===== src/rtl/svm_ovo_vote_ctrl.sv =====
// One-vs-one voting controller: sequences class pairs through binarySVM, tallies votes, argmax-selects the winner.
// Latency: one binarySVM pass per pair, then N_CLASSES scan cycles plus one cycle to present class_out/valid.
// Backpressure: none; pair advance is paced solely by svm_ready, and start is ignored while busy.
//
// Ports:
//   clk, rst_n            clock, asynchronous active-low reset
//   start                 classification request (accepted in IDLE/DONE only)
//   svm_class, svm_ready  decision and end-of-pass strobe from binarySVM
//   svm_rst_n             registered reset to binarySVM, high only while running pairs
//   pair_sel, pair_a/b    current pair index and its two classes (weight/bias mux select)
//   busy                  high while running pairs or scanning votes
//   class_out, valid      winning class and its one-cycle update strobe
module svm_ovo_vote_ctrl #(
    parameter int N_CLASSES = 7,
    parameter int N_PAIRS   = N_CLASSES * (N_CLASSES - 1) / 2,
    parameter int CLASS_W   = $clog2(N_CLASSES),
    parameter int PAIR_W    = $clog2(N_PAIRS),
    parameter int VOTE_W    = $clog2(N_CLASSES)
) (
    input  logic               clk,
    input  logic               rst_n,
    input  logic               start,
    input  logic               svm_class,
    input  logic               svm_ready,
    output logic               svm_rst_n,
    output logic [PAIR_W-1:0]  pair_sel,
    output logic [CLASS_W-1:0] pair_a,
    output logic [CLASS_W-1:0] pair_b,
    output logic               busy,
    output logic [CLASS_W-1:0] class_out,
    output logic               valid
);

    // Scan index must be able to hold N_CLASSES itself to mark scan completion.
    localparam int SCAN_W = $clog2(N_CLASSES + 1);

    typedef enum logic [1:0] {
        IDLE   = 2'd0,
        RUN    = 2'd1,
        ARGMAX = 2'd2,
        DONE   = 2'd3
    } state_t;

    state_t             state;
    logic [VOTE_W-1:0]  votes [N_CLASSES];
    logic [SCAN_W-1:0]  scan_idx;
    logic [CLASS_W-1:0] best_idx;
    logic [VOTE_W-1:0]  best_cnt;

    logic               start_ok;
    logic               last_pair;
    logic               row_end;
    logic               scan_done;
    logic [CLASS_W-1:0] scan_cls;
    logic [CLASS_W-1:0] vote_cls;

    always_comb begin
        start_ok  = start && ((state == IDLE) || (state == DONE));
        last_pair = (pair_sel == PAIR_W'(N_PAIRS - 1));
        row_end   = (pair_b == CLASS_W'(N_CLASSES - 1));
        scan_done = (scan_idx == SCAN_W'(N_CLASSES));
        scan_cls  = scan_idx[CLASS_W-1:0];
        // svm_class = 0 favours the first class of the pair.
        vote_cls  = svm_class ? pair_b : pair_a;
    end

    always_ff @(posedge clk or negedge rst_n) begin
        if (!rst_n) begin
            state     <= IDLE;
            svm_rst_n <= 1'b0;
            pair_sel  <= '0;
            pair_a    <= '0;
            pair_b    <= '0;
            busy      <= 1'b0;
            class_out <= '0;
            valid     <= 1'b0;
            scan_idx  <= '0;
            best_idx  <= '0;
            best_cnt  <= '0;
            for (int i = 0; i < N_CLASSES; i++) begin
                votes[i] <= '0;
            end
        end else begin
            valid <= 1'b0;

            case (state)
                IDLE, DONE: begin
                    if (start_ok) begin
                        state     <= RUN;
                        svm_rst_n <= 1'b1;
                        busy      <= 1'b1;
                        pair_sel  <= '0;
                        pair_a    <= '0;
                        pair_b    <= CLASS_W'(1);
                        for (int i = 0; i < N_CLASSES; i++) begin
                            votes[i] <= '0;
                        end
                    end
                end

                RUN: begin
                    if (svm_ready) begin
                        votes[vote_cls] <= votes[vote_cls] + VOTE_W'(1);
                        if (last_pair) begin
                            state     <= ARGMAX;
                            svm_rst_n <= 1'b0;
                            pair_sel  <= '0;
                            pair_a    <= '0;
                            pair_b    <= '0;
                            scan_idx  <= '0;
                            best_idx  <= '0;
                            best_cnt  <= '0;
                        end else begin
                            // Advance in the same edge so the next pair's weights are
                            // already selected when binarySVM restarts its feature walk.
                            pair_sel <= pair_sel + PAIR_W'(1);
                            if (row_end) begin
                                pair_a <= pair_a + CLASS_W'(1);
                                pair_b <= pair_a + CLASS_W'(2);
                            end else begin
                                pair_b <= pair_b + CLASS_W'(1);
                            end
                        end
                    end
                end

                ARGMAX: begin
                    if (!scan_done) begin
                        // Strict greater-than keeps the lowest index on ties.
                        if (votes[scan_cls] > best_cnt) begin
                            best_cnt <= votes[scan_cls];
                            best_idx <= scan_cls;
                        end
                        scan_idx <= scan_idx + SCAN_W'(1);
                    end else begin
                        state     <= DONE;
                        class_out <= best_idx;
                        valid     <= 1'b1;
                        busy      <= 1'b0;
                    end
                end

                default: state <= IDLE;
            endcase
        end
    end

endmodule


===== config.mk =====
export PLATFORM = sky130hd
export DESIGN_NAME = svm_ovo_vote_ctrl
export DESIGN_NICKNAME = d
export VERILOG_FILES = /design/src/rtl/svm_ovo_vote_ctrl.sv
export SDC_FILE = /design/constraint.sdc
export NUM_CORES = 1
export LEC_CHECK = 0
export ABC_CLOCK_PERIOD_IN_PS = 6650
export CAP_MARGIN = 20
export CORE_MARGIN = 4
export CORE_UTILIZATION = 51
export CTS_BUF_LIST = sky130_fd_sc_hd__clkbuf_2 sky130_fd_sc_hd__clkbuf_4 sky130_fd_sc_hd__clkbuf_8
export DETAILED_ROUTE_END_ITERATION = 8
export HOLD_SLACK_MARGIN = 0.08
export MAX_ROUTING_LAYER = met4
export PLACE_DENSITY_LB_ADDON = 0.15
export SYNTH_ARGS = -nofsm -noshare
export SYNTH_HDL_FRONTEND = slang
export SYNTH_SLANG_ARGS = --single-unit

===== constraint.sdc =====
create_clock -name clk -period 6.65 [get_ports clk]
set_input_delay 1.995 -clock clk [delete_from_list [all_inputs] [get_ports clk]]
set_output_delay 1.995 -clock clk [all_outputs]
set_load 0.02 [all_outputs]

---- Word-level counts from Yosys, hierarchy flattened ----
Cells that the tools add are included.
operators by class
  add/sub/neg operators ................... 6
  multiply operators ...................... 0
  divide/modulo/power cells ............... 0
  magnitude comparators ................... 4
  equal/unequal tests ..................... 13
  shift operators ......................... 0
  mux-type cells .......................... 50
  bitwise operators ....................... 2
  reductions and logical operators ........ 16
operators by type and width
  operator                                                  count
  2-to-1 mux 3 bit                                          21
  2-to-1 mux 21 bit                                         2
  case mux 21 bit (2 select lines)                          1
  case mux 3 bit (2 select lines)                           5
  bitwise mux 21 bit                                        1
  binary-select mux 3 bit (select 3 bit)                    2
  AND reduction 4 bit                                       4
  2-to-1 mux 5 bit                                          3
  adder 3 x 1 -> 3 bit, second input constant               4
  inequality test 2 bit, second input constant              6
  case mux 5 bit (2 select lines)                           1
  demux 3 bit (select 3 bit)                                1
  greater-or-equal comparator 4 bit, second input constant  2
  2-to-1 mux 2 bit                                          4
  inverter 3 -> 4 bit                                       2
  == test 3 bit, second input constant                      2
  2-to-1 mux 1 bit                                          6
  case mux 2 bit (3 select lines)                           1
  AND reduction 3 bit                                       2
  nonzero test 2 bit                                        3
  adder 5 x 1 -> 5 bit, second input constant               1
  == test 5 bit, second input constant                      1
  AND reduction 5 bit                                       1
  == test 2 bit, second input constant                      2
  other kinds (11)                                          13
storage, ports and cells
  flip-flop bits (word level) ............. 49
  bits in latches ......................... 0
  RAM bits ................................ 0
  memory bits (read-only) ................. 0
  input port bits ......................... 5
  output and inout port bits .............. 17
  memories kept ........................... 0

---- Logic depth before layout (Yosys ltp) ----
Gate-level depths: netlist of the first run.
  depth in word-level cells ............... 9
  gate-level depth with buffers ........... 13
  depth with buffers taken out ............ 10

---- Least setup slack after synthesis of the first run ----
OpenSTA, ideal clock, no wires.
  path kind ............................... in2reg
  from .................................... input port svm_class
  to ...................................... register votes[17] (netlist name)
  library setup time ...................... 0.126 ns
  arrival ................................. 4.139 ns
  data required time ...................... 6.524 ns
  setup slack ............................. 2.385 ns
  cell stages on the path ................. 11
  path through ............................ buf_6 -> buf_4 -> o32ai_4 -> clkbuf_1 -> a22oi_1 -> and3_1 -> a21oi_1 -> ha_1 -> clkbuf_1 -> nor2_1 -> a221o_1
on the way
  longest elaborated chain between the ends .. 9
  elaborated cells between the ends (all ways) .. 14
  classes of those cells .................. add/sub (1); order compare (2); mux (9); bitwise (1); reduce/logical (1)
ends and longest elaborated chain
  what                                                                                line  source
  start: declaration                                                                  23    input logic svm_class,
  2-to-1 mux 3 bit *                                                                  64    vote_cls = svm_class ? pair_b : pair_a;
  inverter 3 -> 4 bit (not written as such) *                                         103   votes[vote_cls] <= votes[vote_cls] + VOTE_W'(1);
  binary-select mux 3 bit (select 3 bit) (tied with other cells)                      103
  2-to-1 mux 3 bit (not written as such) / logical AND 1 bit (equally long branches)  103
  2-to-1 mux 3 bit (not written as such)                                              103
  adder 3 x 1 -> 3 bit / demux 3 bit (select 3 bit) (equally long branches)           103
  bitwise mux 21 bit *                                                                103
  2-to-1 mux 21 bit *                                                                 102   if (svm_ready) begin
  case mux 21 bit (2 select lines) *                                                  86    case (state)
  end signal: indexed assignment                                                      103
  end: declaration                                                                    45    logic [VOTE_W-1:0] votes [N_CLASSES];
Every way passes the cells marked *; elsewhere a longest branch is shown, timed or not. The select of a mux whose other input is x is not followed.
A chain may end at the register's enable or synchronous reset.

---- Worst setup path after layout of the first run ----
Same ends and word-level chain as after synthesis.

==> metrics.md, run 1 <==
| Metric | Value |
|---|---|
| CTS tree | `done` |
| Vias in the first global route | `between 2000 and 2500` |
| Slew at the pin closest to its max-slew limit | `between 800 and 900 ps` |
| Die area | `between 7000 and 8000 um2` |
| Port Buffers | `21` |
| Horiz. Die Dim | `85.3 um` |
| Layout fillers | `492` |
| Static leakage | `~1.4 nW` |
| Yosys cell types | `53` |
| DR WL/cell | `17.7 um` |
| Initial Util | `0.540` |
| Min-delay worst type | `flip-flop to flip-flop` |
| Req. time, crit path | `6850 ps` |
| GR Util met3 | `0.0320` |
| GRT busiest layer | `met2` |
| First-pass GRT wire length | `12.2 mm` |
| Top cells by count, synth | `dfrtp_1, nand2_1, nand3_1` |
| Worst rel slew slack | `0.446` |
| Avg Inst Size Synth | `9.73 um2` |
| Routed Antenna Nets | `0` |
| Clock Skew | `4.62 ps` |
| DPL Wire Length | `5.12 mm` |
| Initial antenna violation count | `0` |
| # DRC | `0` |
| Clock latency at the later pin of the worst-skew pair | `310 ps` |
| CP startpoint kind | `primary input` |
| RSZ-0062 raised after global routing | `false` |
| Die H | `85.3 um` |
| Post-synth EDFFs | `0` |
| Synth Flop Type | `dfrtp_1` |
| Drt pass-1 iters | `5` |
| Mapped cell area | `3050 um2` |
| Clock Sinks | `49` |
| Setup CP Type | `primary input to flip-flop` |
| Sequential cell area fraction in the yosys report | `0.403` |
| H-tree Lvls | `2` |
| Gp weighted congestion | `0.911` |
| Core Area | `5640 um2` |
| Met1 GRT Util | `0.298` |
| Num rows | `27` |
| TNS Setup | `0 ps` |
| Ys Warns | `0` |
| CTS clk-pin slew, worst paths | `about 90 ps` |
| # setup viols final | `0` |
| Synth top area cells | `dfrtp_1, ha_1, mux2i_1` |
| Clock buffer depth | `2` |
| Post-synth top area cell | `dfrtp_1` |
| Worst vdd ir | `0.188 mV` |
| Vias post-DR | `2508` |
| CTS hold repair buffers | `0` |
| Final WL | `7.06 mm` |
| Post-Synthesis Cells | `313` |
| Vias per cell | `6.27` |
| Max-Cap Viols | `0` |
| I/O Pins | `22` |
| WHS | `between 400 and 500 ps` |
| Post-layout min period | `4870 ps` |
| Post-CTS Resized | `0` |
| Critical Path AT | `5070 ps` |
| Net Count, Synth | `332` |
| Synth-to-Final Area Change | `10.2%` |
| Outcome | `complete, no violations` |
| Final Hold Viols | `0` |
| Yosys top cell area share | `0.403` |
| Nets | `347` |
| DR iter-0 viols | `249` |
| GR Util met2 | `0.319` |
| #FFs+latches synth | `between 40 and 50` |
| Slew Viols, Final | `0` |
| ANT cells | `0` |
| Clk root buf | `clkbuf_8` |
| Ys async rst share | `1.00` |
| Num CTS Buffers | `5` |
| CP max FO | `14` |
| # Post-CTS Setup Buffers | `0` |
| Crit end category | `flip-flop` |
| Global Route Usage Sum | `0.212` |
| Largest net degree at the start of global routing | `50` |
| Power Density | `374 nW/um2` |
| Max Fclk | `around 210 MHz` |
| Share of cells above drive strength 1 | `0.0976` |
| Top-count cell post-synth | `dfrtp_1` |
| Final Cycle Share | `0.733` |
| Grt ovf | `0` |
## report_power, final
| group | internal (mW) | switching (mW) |
|---|---|---|
| clock | 0.0727 | 0.103 |
| combinational | 0.254 | 0.385 |
| sequential | 0.359 | 0.0820 |
## layout make-up
cell class	instances	area [um2]	share of cell area
clock inverter	2	16.3	0.00485
timing repair buffer	25	235	0.0701
inverter	16	60.1	0.0179
clock buffer	5	68.8	0.0205
multi-input combinational	231	1660	0.495
sequential	49	1230	0.365
tap	72	90.1	0.0268
## sequential cells by signal, indices dropped and copies added, names as in the netlist
name	flops
class_out	3
state	2
best_idx	3
valid	1
busy	1
pair_sel	5
votes	21
pair_b	3
pair_a	3
best_cnt	3
scan_cls	3
svm_rst_n	1
## critical path: stages
cell and delay, ps:
clkdlybuf4s50_1 910, nand2_1 140, o22ai_1 590, a22oi_1 150, and3_1 220, a21oi_1 110
ha_1 480, nor2_1 110, a221o_1 360
## metal layers
layer	vias up	wire, um
met1	1204	3240
met3	14	440
met4	0	103
li1	1184	-
met5	-	0
met2	106	3280
## placed cells by master (no fill, tap or decap), types with 3 or more instances in the layout
cell	Yosys	routed
inv_1	16	16
mux2_2	4	4
nor2b_1	4	4
a22oi_1	3	3
nand2_1	38	38
nand2b_1	4	4
nor3_1	8	8
nor2_1	17	17
a21oi_1	15	15
ha_1	14	14
a31oi_1	10	10
mux2i_1	17	17
o21ai_0	16	16
a22o_1	6	6
mux4_2	3	3
dfrtp_1	49	49
a221o_1	4	4
clkbuf_8	0	5
a32o_1	8	8
clkdlybuf4s50_1	0	20
o211ai_1	4	4
buf_4	1	4
nand3_1	19	19
## metrics by stage
step | instances | cell area [um2] | total power [mW] | util | setup slack (ps)
after floorplan | 313 | 3050 | 0.920 | - | 2390
after global placement | 393 | 3270 | 1.07 | 0.580 | 1700
after detailed placement | 393 | 3270 | 1.08 | 0.580 | 1580
after CTS | 400 | 3360 | 1.25 | 0.595 | 1900
after global routing | 400 | 3360 | 1.35 | 0.595 | 1600
final | 400 | 3360 | 1.26 | 0.595 | 1780
## path summary, 6_finish.rpt
kind | slack, ps | end | start | depth (start not counted)
worst max-delay path | 1780 | votes[17] | svm_class | 9
worst min register to register | 480 | class_out[2] | class_out[2] | 2
min in group asynchronous | 1780 | class_out[1] | rst_n | 2
worst max register to register | 3460 | best_cnt[0] | scan_cls[0] | 9
max in group asynchronous | 4450 | votes[2] | rst_n | 2
worst min-delay path | 480 | class_out[2] | class_out[2] | 2
## logic make-up after synthesis
group	Yosys count	share of synthesized area
xor+xnor	1	0.00288
fa+ha+maj	14	0.0575
flops	49	0.403
compound gates	86	0.213
mux	27	0.110
buf+inv	33	0.0522
simple gates	103	0.162
Power figures use the tool's default switching activity.
==> run 2, diff against run 1 <==
ABC_CLOCK_PERIOD_IN_PS = 4080   (was 6650)
clock period = 4.08 ns   (was 6.65 ns; I/O delays follow)
==> metrics.md, run 2 (synthesized netlist as in run 1, its figures left out) <==
| Metric | Value |
|---|---|
| Most frequent cells in the layout | `dfrtp_1, nand2_1, clkdlybuf4s50_1` |
| Max Fclk | `about 280 MHz` |
| Top flop regs | `votes (21), pair_sel (5)` |
| Setup ws final | `444 ps (-1330 ps)` |
| Global Route Usage Sum | `0.217 (+0.00497)` |
| Post-layout min period | `about 3600 ps` |
| Placed cell count | `407 (+3.6%)` |
| Routed Antenna Nets | `0 (unchanged)` |
| CP max FO | `10 (-4)` |
| Worst rel slew slack | `0.458 (+0.0118)` |
| Area after DPL | `3380 um2 (+3.2%)` |
| Share of cells above drive strength 1 | `0.137 (+0.0395)` |
| Final cell utilization of the core | `0.619 (+0.0235)` |
| Area taken by flip-flops and latches | `1230 um2 (unchanged)` |
| Commonest non-fill, non-tap cell in the layout | `dfrtp_1` |
| Slew Viols, Final | `0 (unchanged)` |
| # Post-CTS Setup Buffers | `0 (unchanged)` |
| Static leakage | `1.52 nW (+6.1%)` |
| Die H | `85.3 um (unchanged)` |
| DR iter-0 viols | `243 (-2.4%)` |
| Clock Sinks | `49 (unchanged)` |
| CP startpoint kind | `primary input` |
| Finished Cell Area | `3490 um2 (+4.0%)` |
| Critical Path AT | `3860 ps (-1210 ps)` |
| Die area | `7270 um2 (unchanged)` |
| ANT cells | `0 (unchanged)` |
| Clock Skew | `9.11 ps (+4.49 ps)` |
| Core Area | `5640 um2 (unchanged)` |
| Clock latency at the later pin of the worst-skew pair | `310 ps (about the same)` |
| CP peak stage delay | `670 ps (-240 ps)` |
| Clock buffer depth | `2 (unchanged)` |
| RR Startpoint | `scan_cls[0]` |
| TNS Setup | `0 ps (unchanged)` |
| Crit end category | `flip-flop` |
| DR WL/cell | `17.8 um (+1.1%)` |
| Crit-path most repeated cell | `buf_4` |
| Num rows | `27 (unchanged)` |
| Req. time, crit path | `4310 ps (-2540 ps)` |
| Max-Cap Viols | `0 (unchanged)` |
| Grt ovf | `0 (unchanged)` |
| Initial Util | `0.540 (unchanged)` |
| Post-Layout Cell Count | `415 (+3.8%)` |
| Area occupied by multi-input gates | `1660 um2 (unchanged)` |
| CP cell instances | `clkdlybuf4s50_1 -> buf_4 -> mux2_4 -> nor2_1 -> a32oi_1 -> o211ai_2 -> inv_1 -> ha_1 -> buf_4 -> nor3b_1 -> nand3_1 -> o211ai_1` |
| Layout fillers | `482 (-2.0%)` |
| Nets | `361 (+4.0%)` |
| Setup CP Type | `primary input to flip-flop` |
| Vias per cell | `6.17 (-1.6%)` |
| Largest register FFs | `21 (unchanged)` |
| WHS | `492 ps (+8.04 ps)` |
| Horiz. Die Dim | `85.3 um (unchanged)` |
| R2R Setup Slk | `1110 ps (-2350 ps)` |
| Final Cycle Share | `0.891` |
| Gp weighted congestion | `0.949 (+4.1%)` |
| Min-delay worst type | `flip-flop to flip-flop` |
| Synth-to-Final Area Change | `14.6%` |
| Slew at the pin closest to its max-slew limit | `807 ps (-17.6 ps)` |
| Initial antenna violation count | `0 (unchanged)` |
| Vias post-DR | `2560 (+2.1%)` |
| RSZ-0062 raised after global routing | `false` |
| First-pass GRT wire length | `12.3 mm (+0.34%)` |
| Final WL | `7.41 mm (+4.9%)` |
| CTS clk-pin slew, worst paths | `90 ps (about the same)` |
| Largest net degree at the start of global routing | `31 (-38%)` |
| Outcome | `complete, no violations` |
| Drt pass-1 iters | `5 (unchanged)` |
| CTS hold repair buffers | `0 (unchanged)` |
| CTS tree | `done` |
| Clk root buf | `clkbuf_8` |
| Hold path start | `class_out[1]` |
| Power Density | `627 nW/um2 (+68%)` |
| Worst vdd ir | `0.349 mV (+86%)` |
| Crit. Startpoint | `svm_class` |
| H-tree Lvls | `2 (unchanged)` |
| DP Worst Slack | `175 ps (-1410 ps)` |
| Final Hold Viols | `0 (unchanged)` |
| # DRC | `0 (unchanged)` |
| Largest reg by FF count | `votes` |
| Num CTS Buffers | `5 (unchanged)` |
| I/O Pins | `22 (unchanged)` |
| DPL Wire Length | `5.54 mm (+8.3%)` |
| Port Buffers | `21 (unchanged)` |
| CP max-delay cell | `clkdlybuf4s50_1` |
| Post-CTS Resized | `0 (unchanged)` |
| # setup viols final | `0 (unchanged)` |
| Vias in the first global route | `2400 (-0.79%)` |
| Total Power | `2.19 mW (+74%)` |
==> run 2: changes by cell type in the layout (fill, tap and decap cells not counted) <==
cell,previous run,this run
clkinvlp_4,1,0
clkinv_2,0,1
buf_4,4,18
bufinv_16,0,1
inv_6,0,1
clkinv_4,1,0
==> run 2: cell type report <==
| cell class | count | area share |
|---|---|---|
| clock buffer | 5 | 0.0197 |
| timing repair buffer | 39 | 0.0975 |
| inverter | 16 | 0.0172 |
| multi-input combinational | 231 | 0.476 |
| sequential | 49 | 0.351 |
| tap | 72 | 0.0258 |
| clock inverter | 3 | 0.0125 |
==> run 2: worst max-delay path, delay by kind of cell <==
family | cells | cell delay, ps
compound gates | 3 | 330
fa+ha+maj | 1 | 310
buf+inv | 4 | 1170
mux | 1 | 380
simple gates | 3 | 440
==> run 2: per-layer routing <==
layer,vias up,track usage,share of wire
met4,0,0.0734,0.020
met2,99,0.317,0.46
li1,1217,-,-
met3,14,0.0272,0.063
met5,-,-,0
met1,1230,0.311,0.46
==> run 2: worst paths after layout <==
path / endpoint / cells after the start
max in group asynchronous: votes[0] / 2
hold reg to reg: class_out[1] / 2
setup reg to reg: best_cnt[0] / 10
setup / recovery: votes[2] / 12
min in group asynchronous: pair_sel[0] / 1
hold / removal: class_out[1] / 2
==> run 2: power breakdown <==
part	internal, mW	switching, mW	total [mW]
registers	0.586	0.134	0.720
clock network	0.184	0.177	0.361
logic	0.469	0.639	1.11
